==> src/rtl/flash_arbiter.sv <==
// flash_arbiter: shares one flash_driver between port 0 (CPU reads) and port 1 (programmer read/write/erase).
// Latency: an open-session read acks READ_WAIT_CYCLES+1 cycles after grant; other ops follow the driver busy handshake.
// Backpressure: req/ack handshake; requests are held until ack and wait while the driver is owned. Busy watchdog: FLASH_ARB_TIMEOUT_EN.
module flash_arbiter #(
    parameter int FLASH_ADDR_SIZE  = 22,
    parameter int READ_WAIT_CYCLES = 2,
    parameter int TIMEOUT_CYCLES   = 65535
) (
    input  logic                       clk,
    input  logic                       rst_n,
    input  logic                       p0_req,
    input  logic [FLASH_ADDR_SIZE-1:0] p0_addr,
    output logic                       p0_ack,
    output logic [15:0]                p0_rdata,
    input  logic                       p1_req,
    input  logic [1:0]                 p1_op,
    input  logic [FLASH_ADDR_SIZE-1:0] p1_addr,
    input  logic [15:0]                p1_wdata,
    output logic                       p1_ack,
    output logic [15:0]                p1_rdata,
    output logic                       p1_err,
    output logic [FLASH_ADDR_SIZE-1:0] drv_addr,
    output logic [15:0]                drv_data_in,
    input  logic [15:0]                drv_data_out,
    output logic                       drv_enable_read,
    output logic                       drv_enable_write,
    output logic                       drv_enable_erase,
    input  logic                       drv_busy
);

    localparam logic [3:0] ST_RST_WAIT = 4'd0;
    localparam logic [3:0] ST_IDLE     = 4'd1;
    localparam logic [3:0] ST_RD_ISSUE = 4'd2;
    localparam logic [3:0] ST_RD_HI    = 4'd3;
    localparam logic [3:0] ST_RD_LO    = 4'd4;
    localparam logic [3:0] ST_SETTLE   = 4'd5;
    localparam logic [3:0] ST_DROP     = 4'd6;
    localparam logic [3:0] ST_WR_ISSUE = 4'd7;
    localparam logic [3:0] ST_WR_HI    = 4'd8;
    localparam logic [3:0] ST_WR_LO    = 4'd9;
    localparam logic [3:0] ST_DONE     = 4'd10;

    localparam logic [1:0] OP_RD = 2'b00;
    localparam logic [1:0] OP_WR = 2'b01;
    localparam logic [1:0] OP_ER = 2'b10;

    // Settle counter counts down to zero; an open session waits READ_WAIT_CYCLES, a fresh one waits 1.
    localparam int            SW          = $clog2(READ_WAIT_CYCLES + 1);
    localparam logic [SW-1:0] SETTLE_OPEN = SW'(READ_WAIT_CYCLES - 1);

    logic [3:0]                 state_q, state_d;
    logic                       last_q, last_d;      // port served most recently
    logic                       owner_q, owner_d;    // port owning the current operation
    logic [1:0]                 op_q, op_d;
    logic [SW-1:0]              sc_q, sc_d;          // settle countdown
    logic                       dc_q, dc_d;          // second DROP cycle marker
    logic                       rw_q, rw_d;          // one idle-busy sample seen in RST_WAIT
    logic                       p0_ack_q, p0_ack_d;
    logic                       p1_ack_q, p1_ack_d;
    logic [15:0]                p0_rdata_q, p0_rdata_d;
    logic [15:0]                p1_rdata_q, p1_rdata_d;
    logic [FLASH_ADDR_SIZE-1:0] drv_addr_q, drv_addr_d;
    logic [15:0]                drv_data_in_q, drv_data_in_d;
    logic                       en_read_q, en_read_d;
    logic                       en_write_q, en_write_d;
    logic                       en_erase_q, en_erase_d;

    logic                       gnt_port;
    logic [1:0]                 gnt_op;
    logic [FLASH_ADDR_SIZE-1:0] gnt_addr;

`ifdef FLASH_ARB_TIMEOUT_EN
    localparam int             TO_W     = $clog2(TIMEOUT_CYCLES + 1);
    localparam logic [TO_W-1:0] TO_LIMIT = TO_W'(TIMEOUT_CYCLES - 1);
    logic [TO_W-1:0]            to_cnt_q, to_cnt_d;
    logic                       p1_err_q, p1_err_d;
`endif

    // Round-robin pick: on a tie the port that was not served last wins.
    always_comb begin
        gnt_port = (p0_req && p1_req) ? ~last_q : p1_req;
        gnt_op   = gnt_port ? p1_op : OP_RD;
        gnt_addr = gnt_port ? p1_addr : p0_addr;
    end

    // Sequencer: arbitration, driver command protocol and ack/data return.
    always_comb begin
        state_d       = state_q;
        last_d        = last_q;
        owner_d       = owner_q;
        op_d          = op_q;
        sc_d          = sc_q;
        dc_d          = dc_q;
        rw_d          = rw_q;
        p0_ack_d      = 1'b0;
        p1_ack_d      = 1'b0;
        p0_rdata_d    = p0_rdata_q;
        p1_rdata_d    = p1_rdata_q;
        drv_addr_d    = drv_addr_q;
        drv_data_in_d = drv_data_in_q;
        en_read_d     = en_read_q;
        en_write_d    = 1'b0;
        en_erase_d    = 1'b0;
`ifdef FLASH_ARB_TIMEOUT_EN
        to_cnt_d      = to_cnt_q;
        p1_err_d      = 1'b0;
`endif

        case (state_q)
            // The driver is not reset with us: wait for two consecutive idle samples.
            ST_RST_WAIT: begin
                if (drv_busy) begin
                    rw_d = 1'b0;
                end else if (rw_q) begin
                    rw_d    = 1'b0;
                    state_d = ST_IDLE;
                end else begin
                    rw_d = 1'b1;
                end
            end

            ST_IDLE: begin
                if (p0_req || p1_req) begin
                    last_d  = gnt_port;
                    owner_d = gnt_port;
                    op_d    = gnt_op;
                    case (gnt_op)
                        OP_RD: begin
                            drv_addr_d = gnt_addr;
                            if (en_read_q) begin
                                sc_d    = SETTLE_OPEN;
                                state_d = ST_SETTLE;
                            end else begin
                                en_read_d = 1'b1;
                                state_d   = ST_RD_ISSUE;
                            end
                        end
                        OP_WR, OP_ER: begin
                            drv_addr_d = gnt_addr;
                            if (gnt_op == OP_WR) begin
                                drv_data_in_d = p1_wdata;
                            end
                            if (en_read_q) begin
                                // Let the driver fall back to idle before the new command.
                                en_read_d = 1'b0;
                                dc_d      = 1'b0;
                                state_d   = ST_DROP;
                            end else begin
                                en_write_d = (gnt_op == OP_WR);
                                en_erase_d = (gnt_op == OP_ER);
                                state_d    = ST_WR_ISSUE;
                            end
                        end
                        default: begin
                            // Reserved op: complete without touching the driver.
                            if (gnt_port) begin
                                p1_ack_d = 1'b1;
                            end else begin
                                p0_ack_d = 1'b1;
                            end
                            state_d = ST_DONE;
                        end
                    endcase
                end else begin
                    // Nothing pending: close the read session.
                    en_read_d = 1'b0;
                end
            end

            ST_RD_ISSUE: state_d = ST_RD_HI;

            ST_RD_HI: begin
                if (drv_busy) begin
                    state_d = ST_RD_LO;
                end
            end

            ST_RD_LO: begin
                if (!drv_busy) begin
                    sc_d    = '0;
                    state_d = ST_SETTLE;
                end
            end

            ST_SETTLE: begin
                if (sc_q == '0) begin
                    if (owner_q) begin
                        p1_rdata_d = drv_data_out;
                        p1_ack_d   = 1'b1;
                    end else begin
                        p0_rdata_d = drv_data_out;
                        p0_ack_d   = 1'b1;
                    end
                    state_d = ST_DONE;
                end else begin
                    sc_d = sc_q - SW'(1);
                end
            end

            ST_DROP: begin
                if (dc_q) begin
                    en_write_d = (op_q == OP_WR);
                    en_erase_d = (op_q == OP_ER);
                    state_d    = ST_WR_ISSUE;
                end else begin
                    dc_d = 1'b1;
                end
            end

            ST_WR_ISSUE: state_d = ST_WR_HI;

            ST_WR_HI: begin
                if (drv_busy) begin
                    state_d = ST_WR_LO;
                end
            end

            ST_WR_LO: begin
                if (!drv_busy) begin
                    if (owner_q) begin
                        p1_ack_d = 1'b1;
                    end else begin
                        p0_ack_d = 1'b1;
                    end
                    state_d = ST_DONE;
                end
            end

            // Ack cycle; a request still held is taken as new from the next cycle.
            ST_DONE: state_d = ST_IDLE;

            default: begin
                rw_d    = 1'b0;
                state_d = ST_RST_WAIT;
            end
        endcase

`ifdef FLASH_ARB_TIMEOUT_EN
        // Busy watchdog: abandon a stuck handshake and resynchronise with the driver.
        if (state_q == ST_RD_ISSUE || state_q == ST_WR_ISSUE) begin
            to_cnt_d = '0;
        end else if (state_q == ST_RD_HI || state_q == ST_RD_LO ||
                     state_q == ST_WR_HI || state_q == ST_WR_LO) begin
            if (to_cnt_q == TO_LIMIT) begin
                if (owner_q) begin
                    p1_ack_d = 1'b1;
                    p1_err_d = 1'b1;
                end else begin
                    p0_ack_d   = 1'b1;
                    p0_rdata_d = 16'hFFFF;
                end
                en_read_d = 1'b0;
                rw_d      = 1'b0;
                state_d   = ST_RST_WAIT;
            end else begin
                to_cnt_d = to_cnt_q + TO_W'(1);
            end
        end
`endif
    end

    // State and registered outputs.
    always_ff @(posedge clk or negedge rst_n) begin
        if (!rst_n) begin
            state_q       <= ST_RST_WAIT;
            last_q        <= 1'b1;
            owner_q       <= 1'b0;
            op_q          <= OP_RD;
            sc_q          <= '0;
            dc_q          <= 1'b0;
            rw_q          <= 1'b0;
            p0_ack_q      <= 1'b0;
            p1_ack_q      <= 1'b0;
            p0_rdata_q    <= '0;
            p1_rdata_q    <= '0;
            drv_addr_q    <= '0;
            drv_data_in_q <= '0;
            en_read_q     <= 1'b0;
            en_write_q    <= 1'b0;
            en_erase_q    <= 1'b0;
        end else begin
            state_q       <= state_d;
            last_q        <= last_d;
            owner_q       <= owner_d;
            op_q          <= op_d;
            sc_q          <= sc_d;
            dc_q          <= dc_d;
            rw_q          <= rw_d;
            p0_ack_q      <= p0_ack_d;
            p1_ack_q      <= p1_ack_d;
            p0_rdata_q    <= p0_rdata_d;
            p1_rdata_q    <= p1_rdata_d;
            drv_addr_q    <= drv_addr_d;
            drv_data_in_q <= drv_data_in_d;
            en_read_q     <= en_read_d;
            en_write_q    <= en_write_d;
            en_erase_q    <= en_erase_d;
        end
    end

`ifdef FLASH_ARB_TIMEOUT_EN
    // Watchdog counter and error flag.
    always_ff @(posedge clk or negedge rst_n) begin
        if (!rst_n) begin
            to_cnt_q <= '0;
            p1_err_q <= 1'b0;
        end else begin
            to_cnt_q <= to_cnt_d;
            p1_err_q <= p1_err_d;
        end
    end

    assign p1_err = p1_err_q;
`else
    assign p1_err = 1'b0;
`endif

    assign p0_ack           = p0_ack_q;
    assign p1_ack           = p1_ack_q;
    assign p0_rdata         = p0_rdata_q;
    assign p1_rdata         = p1_rdata_q;
    assign drv_addr         = drv_addr_q;
    assign drv_data_in      = drv_data_in_q;
    assign drv_enable_read  = en_read_q;
    assign drv_enable_write = en_write_q;
    assign drv_enable_erase = en_erase_q;

endmodule

==> config.mk <==
export PLATFORM = sky130hd
export DESIGN_NAME = flash_arbiter
export DESIGN_NICKNAME = d
export VERILOG_FILES = /design/src/rtl/flash_arbiter.sv
export SDC_FILE = /design/constraint.sdc
export NUM_CORES = 1
export LEC_CHECK = 0
export BUFFER_PORTS_ARGS = -buffer_cell sky130_fd_sc_hd__buf_2
export CORE_MARGIN = 1
export CORE_UTILIZATION = 50
export DETAILED_ROUTE_END_ITERATION = 10
export GPL_TIMING_DRIVEN = 0
export HOLD_SLACK_MARGIN = 0.06
export PLACE_DENSITY = 0.81
export REMOVE_ABC_BUFFERS = 1
export SYNTH_ARGS = -nofsm -noshare
export SYNTH_HDL_FRONTEND = slang
export SYNTH_SLANG_ARGS = --single-unit
==> constraint.sdc <==
create_clock -name clk -period 5.1 [get_ports clk]
set_input_delay 1.02 -clock clk [delete_from_list [all_inputs] [get_ports clk]]
set_output_delay 1.02 -clock clk [all_outputs]
set_load 0.02 [all_outputs]
==> impl_results.html <==
<table>
<tr><th>Metric</th><th>Value</th></tr>
<tr><th colspan="2">Status</th></tr>
<tr><td>Status</td><td>completed</td></tr>
<tr><th colspan="2">Critical path</th></tr>
<tr><td>Endpoint type of the worst setup path</td><td>flop</td></tr>
<tr><td>Logic depth of the worst register-to-register path</td><td>4</td></tr>
<tr><td>Launching element of the worst setup path</td><td>p1_req</td></tr>
<tr><td>Worst-case register-to-register setup slack</td><td>about 2.4 ns</td></tr>
<tr><td>R2r endpoint</td><td>drv_data_in[4]$_DFFE_PN0P_</td></tr>
<tr><td>R2R Path Start</td><td>state_q[3]$_DFFE_PN0P_</td></tr>
<tr><td>Type of the setup path with the least slack</td><td>in2reg</td></tr>
<tr><td>CP endpoint</td><td>drv_data_in[4]$_DFFE_PN0P_</td></tr>
<tr><td>Data arrival time of the critical path</td><td>3.26 ns</td></tr>
<tr><td>CP Max Fanout</td><td>16</td></tr>
<tr><td>Crit path required time</td><td>5.32 ns</td></tr>
<tr><td>Kind of launch point of the worst setup path</td><td>input port</td></tr>
<tr><th colspan="2">Synth</th></tr>
<tr><td>Mean Syn Cell Area</td><td>between 10 and 15 µm²</td></tr>
<tr><td>Area of the mapped netlist</td><td>3970 µm²</td></tr>
<tr><td>Sequential fraction of the synthesis area</td><td>54.8%</td></tr>
<tr><td>Number of flops mapped to enable cells by yosys</td><td>0</td></tr>
<tr><td>Top flip-flop cell by instance count after synthesis</td><td>sky130_fd_sc_hd__dfrtp_1</td></tr>
<tr><td>#FFs+latches synth</td><td>87</td></tr>
<tr><td>Post-synthesis cell type count</td><td>45</td></tr>
<tr><td>Async S/R FF share, synth</td><td>100%</td></tr>
<tr><td>Number of synthesis warnings</td><td>0</td></tr>
<tr><td>Synthesized instance count</td><td>330</td></tr>
<tr><th colspan="2">Route</th></tr>
<tr><td>Post-route DRC violation count</td><td>0</td></tr>
<tr><td>Drt total wl</td><td>7870 µm</td></tr>
<tr><td>Number of DRC violations after detailed-routing iteration 0</td><td>100</td></tr>
<tr><td>Overall via count from detail_route</td><td>3,003</td></tr>
<tr><td>Vias per cell</td><td>between 5 and 6</td></tr>
<tr><td>Per-cell routed wire length</td><td>13.4 µm</td></tr>
<tr><td>Detail Route Antenna Nets</td><td>0</td></tr>
<tr><td>1st-pass router iterations</td><td>4</td></tr>
<tr><th colspan="2">Placed design</th></tr>
<tr><td>Number of cells in the design after placement</td><td>571</td></tr>
<tr><td>Final HPWL from detailed placement</td><td>5730 µm</td></tr>
<tr><td>Global placer's final weighted congestion</td><td>0.828</td></tr>
<tr><td>Placed inst area</td><td>4820 µm²</td></tr>
<tr><td>Quantity of I/O buffers inserted on ports</td><td>157</td></tr>
<tr><th colspan="2">Clock tree</th></tr>
<tr><td>Number of buffers inserted by hold repair at cts</td><td>0</td></tr>
<tr><td>Total number of H-tree levels</td><td>3</td></tr>
<tr><td>Buffer count from post-CTS setup fixing</td><td>0</td></tr>
<tr><td>Clock tree from TritonCTS</td><td>yes</td></tr>
<tr><td>Insertion delay to the later sink of the worst-skew pair</td><td>0.34 ns</td></tr>
<tr><td>Max Root-Sink Buffers</td><td>2</td></tr>
<tr><td>Gates resized, CTS repair</td><td>0</td></tr>
<tr><td>TritonCTS buffer count</td><td>9</td></tr>
<tr><td>Cell chosen for the clock root</td><td>sky130_fd_sc_hd__clkbuf_8</td></tr>
<tr><td>Clock-pin slew of the registers on the worst-case setup and hold paths</td><td>0.08 ns</td></tr>
<tr><td>Num Clock Sinks</td><td>87</td></tr>
<tr><th colspan="2">Finish</th></tr>
<tr><td>Proportion of layout cells with a drive suffix above 1</td><td>slightly below 50%</td></tr>
<tr><td>Area Growth Syn to Fin</td><td>28.3%</td></tr>
<tr><td>Final instance area</td><td>a little over 5000 µm²</td></tr>
<tr><td>Sequential Area</td><td>approximately 2200 µm²</td></tr>
<tr><td>Fin cells</td><td>~600</td></tr>
<tr><td>Antenna diodes</td><td>0</td></tr>
<tr><td>Number of nets in the layout</td><td>566</td></tr>
<tr><td>Multi-input combinational cell area</td><td>about 1700 µm²</td></tr>
<tr><td>Final-layout fill cell count</td><td>599</td></tr>
<tr><th colspan="2">Global routing</th></tr>
<tr><td>Number of antenna violations at the first check in global routing</td><td>0</td></tr>
<tr><td>Vias in the first global route</td><td>2,918</td></tr>
<tr><td>First-pass GRT wire length</td><td>13,300 µm</td></tr>
<tr><td>Gr ovfl total</td><td>0</td></tr>
<tr><td>Maximum number of pins on one net before global-route repair</td><td>45</td></tr>
<tr><td>Overall track demand over capacity in global routing</td><td>20.5%</td></tr>
<tr><th colspan="2">Floorplanning</th></tr>
<tr><td>Chip Height</td><td>91.2 µm</td></tr>
<tr><td>Floorplan die width</td><td>91.2 µm</td></tr>
<tr><td>Total Die Area</td><td>approximately 8300 µm²</td></tr>
<tr><td>Core area</td><td>7690 µm²</td></tr>
<tr><td>IO Count</td><td>159</td></tr>
<tr><td>Row cnt</td><td>32</td></tr>
<tr><td>Effective utilization at floorplan</td><td>51.7%</td></tr>
<tr><th colspan="2">STA</th></tr>
<tr><td>RSZ-0062 raised after global routing</td><td>false</td></tr>
<tr><td>Max Fclk</td><td>329 MHz</td></tr>
<tr><td>Clock Skew</td><td>0.00868 ns</td></tr>
<tr><td>Worst slew slack as a fraction of its limit</td><td>39.9%</td></tr>
<tr><td>Total setup violations reported at the end of the flow</td><td>0</td></tr>
<tr><td>Number of failing hold endpoints at the final stage</td><td>0</td></tr>
<tr><td>Measured slew at the worst slew-check pin</td><td>0.899 ns</td></tr>
<tr><td>Portion of the clock cycle consumed by the worst path in the final layout</td><td>59.6%</td></tr>
<tr><td>Pins Over Slew Limit</td><td>0</td></tr>
<tr><td>Tmin final</td><td>between 3 and 4 ns</td></tr>
<tr><th colspan="2">Run</th></tr>
<tr><td>Number of maximum-capacitance constraint violations</td><td>0</td></tr>
<tr><th colspan="2">Power and ir drop</th></tr>
<tr><td>PwrDens</td><td>roughly 620 nW/µm²</td></tr>
<tr><td>Leakage power figure</td><td>~0.0026 µW</td></tr>
<tr><td>Maximum resistive drop on vdd</td><td>0.277 mV</td></tr>
<tr><th colspan="2">Min path</th></tr>
<tr><td>Min-delay worst type</td><td>reg2reg</td></tr>
<tr><td>Hold path cells</td><td>2</td></tr>
</table>
[metrics by stage]
step                TNS, ns  hold slack, ns  power [µW]  utilization, %  worst slack (ns)
finish                    0           0.482        3180            66.3              2.06
CTS                       0           0.489        3220            66.3              2.06
global placement     -69.05           0.456        2530            62.1             -1.66
floorplan            -10.69           0.464        2120               -            -0.537
global route              0           0.502        3400            66.3              1.91
detailed placement        0           0.469        2590            62.8              1.72
[final cells by class]
cell class,count,share of cell area (%)
clock buffers,11,2.77
clock inverters,5,2.53
inverters,9,0.663
multi-input cells,214,32.5
flip-flops and latches,87,42.7
well taps,102,2.50
repair buffers,159,16.2
[state kept, by name, summed over array words and instances (netlist names), 2 cells and up]
| signal | count |
|---|---|
| drv_data_in | 16 |
| state_q | 4 |
| p0_rdata | 16 |
| op_q | 2 |
| p1_rdata | 16 |
| drv_addr | 22 |
| sc_q | 2 |
[placed cells by master, fill, tap and decap left out, types with 2 or more instances in the layout]
cell                        netlist  routed
sky130_fd_sc_hd__clkbuf_8         0      10
sky130_fd_sc_hd__a31oi_1          2       2
sky130_fd_sc_hd__a21oi_1         10      10
sky130_fd_sc_hd__and3_1           3       3
sky130_fd_sc_hd__ha_1             3       3
sky130_fd_sc_hd__nor3_1           5       5
sky130_fd_sc_hd__inv_1            9       9
sky130_fd_sc_hd__buf_2           10     156
sky130_fd_sc_hd__nor4_1           2       2
sky130_fd_sc_hd__bufinv_16        0       4
sky130_fd_sc_hd__mux2_4          10      10
sky130_fd_sc_hd__nand2b_1         5       4
sky130_fd_sc_hd__nand2_1         35      35
sky130_fd_sc_hd__or3_1            3       3
sky130_fd_sc_hd__nor2b_1          6       6
sky130_fd_sc_hd__mux2_2          42      42
sky130_fd_sc_hd__o21ai_0         33      33
sky130_fd_sc_hd__nand3_1          5       5
sky130_fd_sc_hd__nor2_1           7       7
sky130_fd_sc_hd__mux2i_1         24      24
sky130_fd_sc_hd__buf_12           1       2
sky130_fd_sc_hd__dfrtp_1         86      86
[cells by family after synthesis]
group	count (synthesis)	share of synthesized area [%]
simple gates	74	9.38
mux	76	21.7
xor+xnor	1	0.220
buf+inv	29	3.78
flops	87	54.8
other cells	1	0.0944
fa+ha+maj	4	1.20
compound gates	58	8.79
[where the power goes]
group	internal [µW]	total, µW	switching (µW)
sequential	1000	1220	216
combinational	569	1340	775
clock	389	618	229
total	1960	3180	1220
[critical path, cell delays in order]
cell and delay, ns:
sky130_fd_sc_hd__buf_2 0.16, sky130_fd_sc_hd__a21boi_4 0.32, sky130_fd_sc_hd__nand2_1 0.13, sky130_fd_sc_hd__ha_1 0.44
sky130_fd_sc_hd__nor3_4 0.77, sky130_fd_sc_hd__mux2_2 0.41
[layer usage]
| layer | part of all wire (%) | up-vias | GRT usage (%) |
|---|---|---|---|
| li1 | - | 1452 | - |
| met1 | 42 | 1393 | 25.9 |
| met2 | 48 | 149 | 33.0 |
| met3 | 7.8 | 9 | 5.19 |
| met4 | 1.8 | 0 | 9.66 |
| met5 | 0 | - | 0 |
[cells in the mapped netlist, types with 2 or more instances]
library cell,n,share of area (%)
sky130_fd_sc_hd__a21oi_1,10,1.3
sky130_fd_sc_hd__nor2b_1,6,0.94
sky130_fd_sc_hd__nand2_1,35,3.3
sky130_fd_sc_hd__nand3_1,5,0.63
sky130_fd_sc_hd__nand2b_1,5,0.79
sky130_fd_sc_hd__inv_1,9,0.85
sky130_fd_sc_hd__mux2_2,42,12
sky130_fd_sc_hd__mux2_4,10,3.8
sky130_fd_sc_hd__buf_2,10,1.3
sky130_fd_sc_hd__clkbuf_1,5,0.47
sky130_fd_sc_hd__dfrtp_1,86,54
sky130_fd_sc_hd__or3_1,3,0.47
sky130_fd_sc_hd__nor3_1,5,0.63
sky130_fd_sc_hd__nor2_1,7,0.66
sky130_fd_sc_hd__nor4_1,2,0.31
sky130_fd_sc_hd__o21ai_0,33,4.2
sky130_fd_sc_hd__mux2i_1,24,6.0
sky130_fd_sc_hd__a31oi_1,2,0.31
sky130_fd_sc_hd__and3_1,3,0.47
sky130_fd_sc_hd__ha_1,3,0.94
[worst min-delay path by stage]
stage,start,end
after global placement,drv_addr[19]$_DFFE_PN0P_,drv_addr[19]$_DFFE_PN0P_
final,drv_addr[18]$_DFFE_PN0P_,drv_addr[18]$_DFFE_PN0P_
after CTS,drv_addr[2]$_DFFE_PN0P_,drv_addr[2]$_DFFE_PN0P_
after global routing,drv_addr[1]$_DFFE_PN0P_,drv_addr[1]$_DFFE_PN0P_
after floorplan,op_q[0]$_DFFE_PN0P_,op_q[0]$_DFFE_PN0P_
after detailed placement,drv_addr[2]$_DFFE_PN0P_,drv_addr[2]$_DFFE_PN0P_
(Power assumes the default switching activity.)
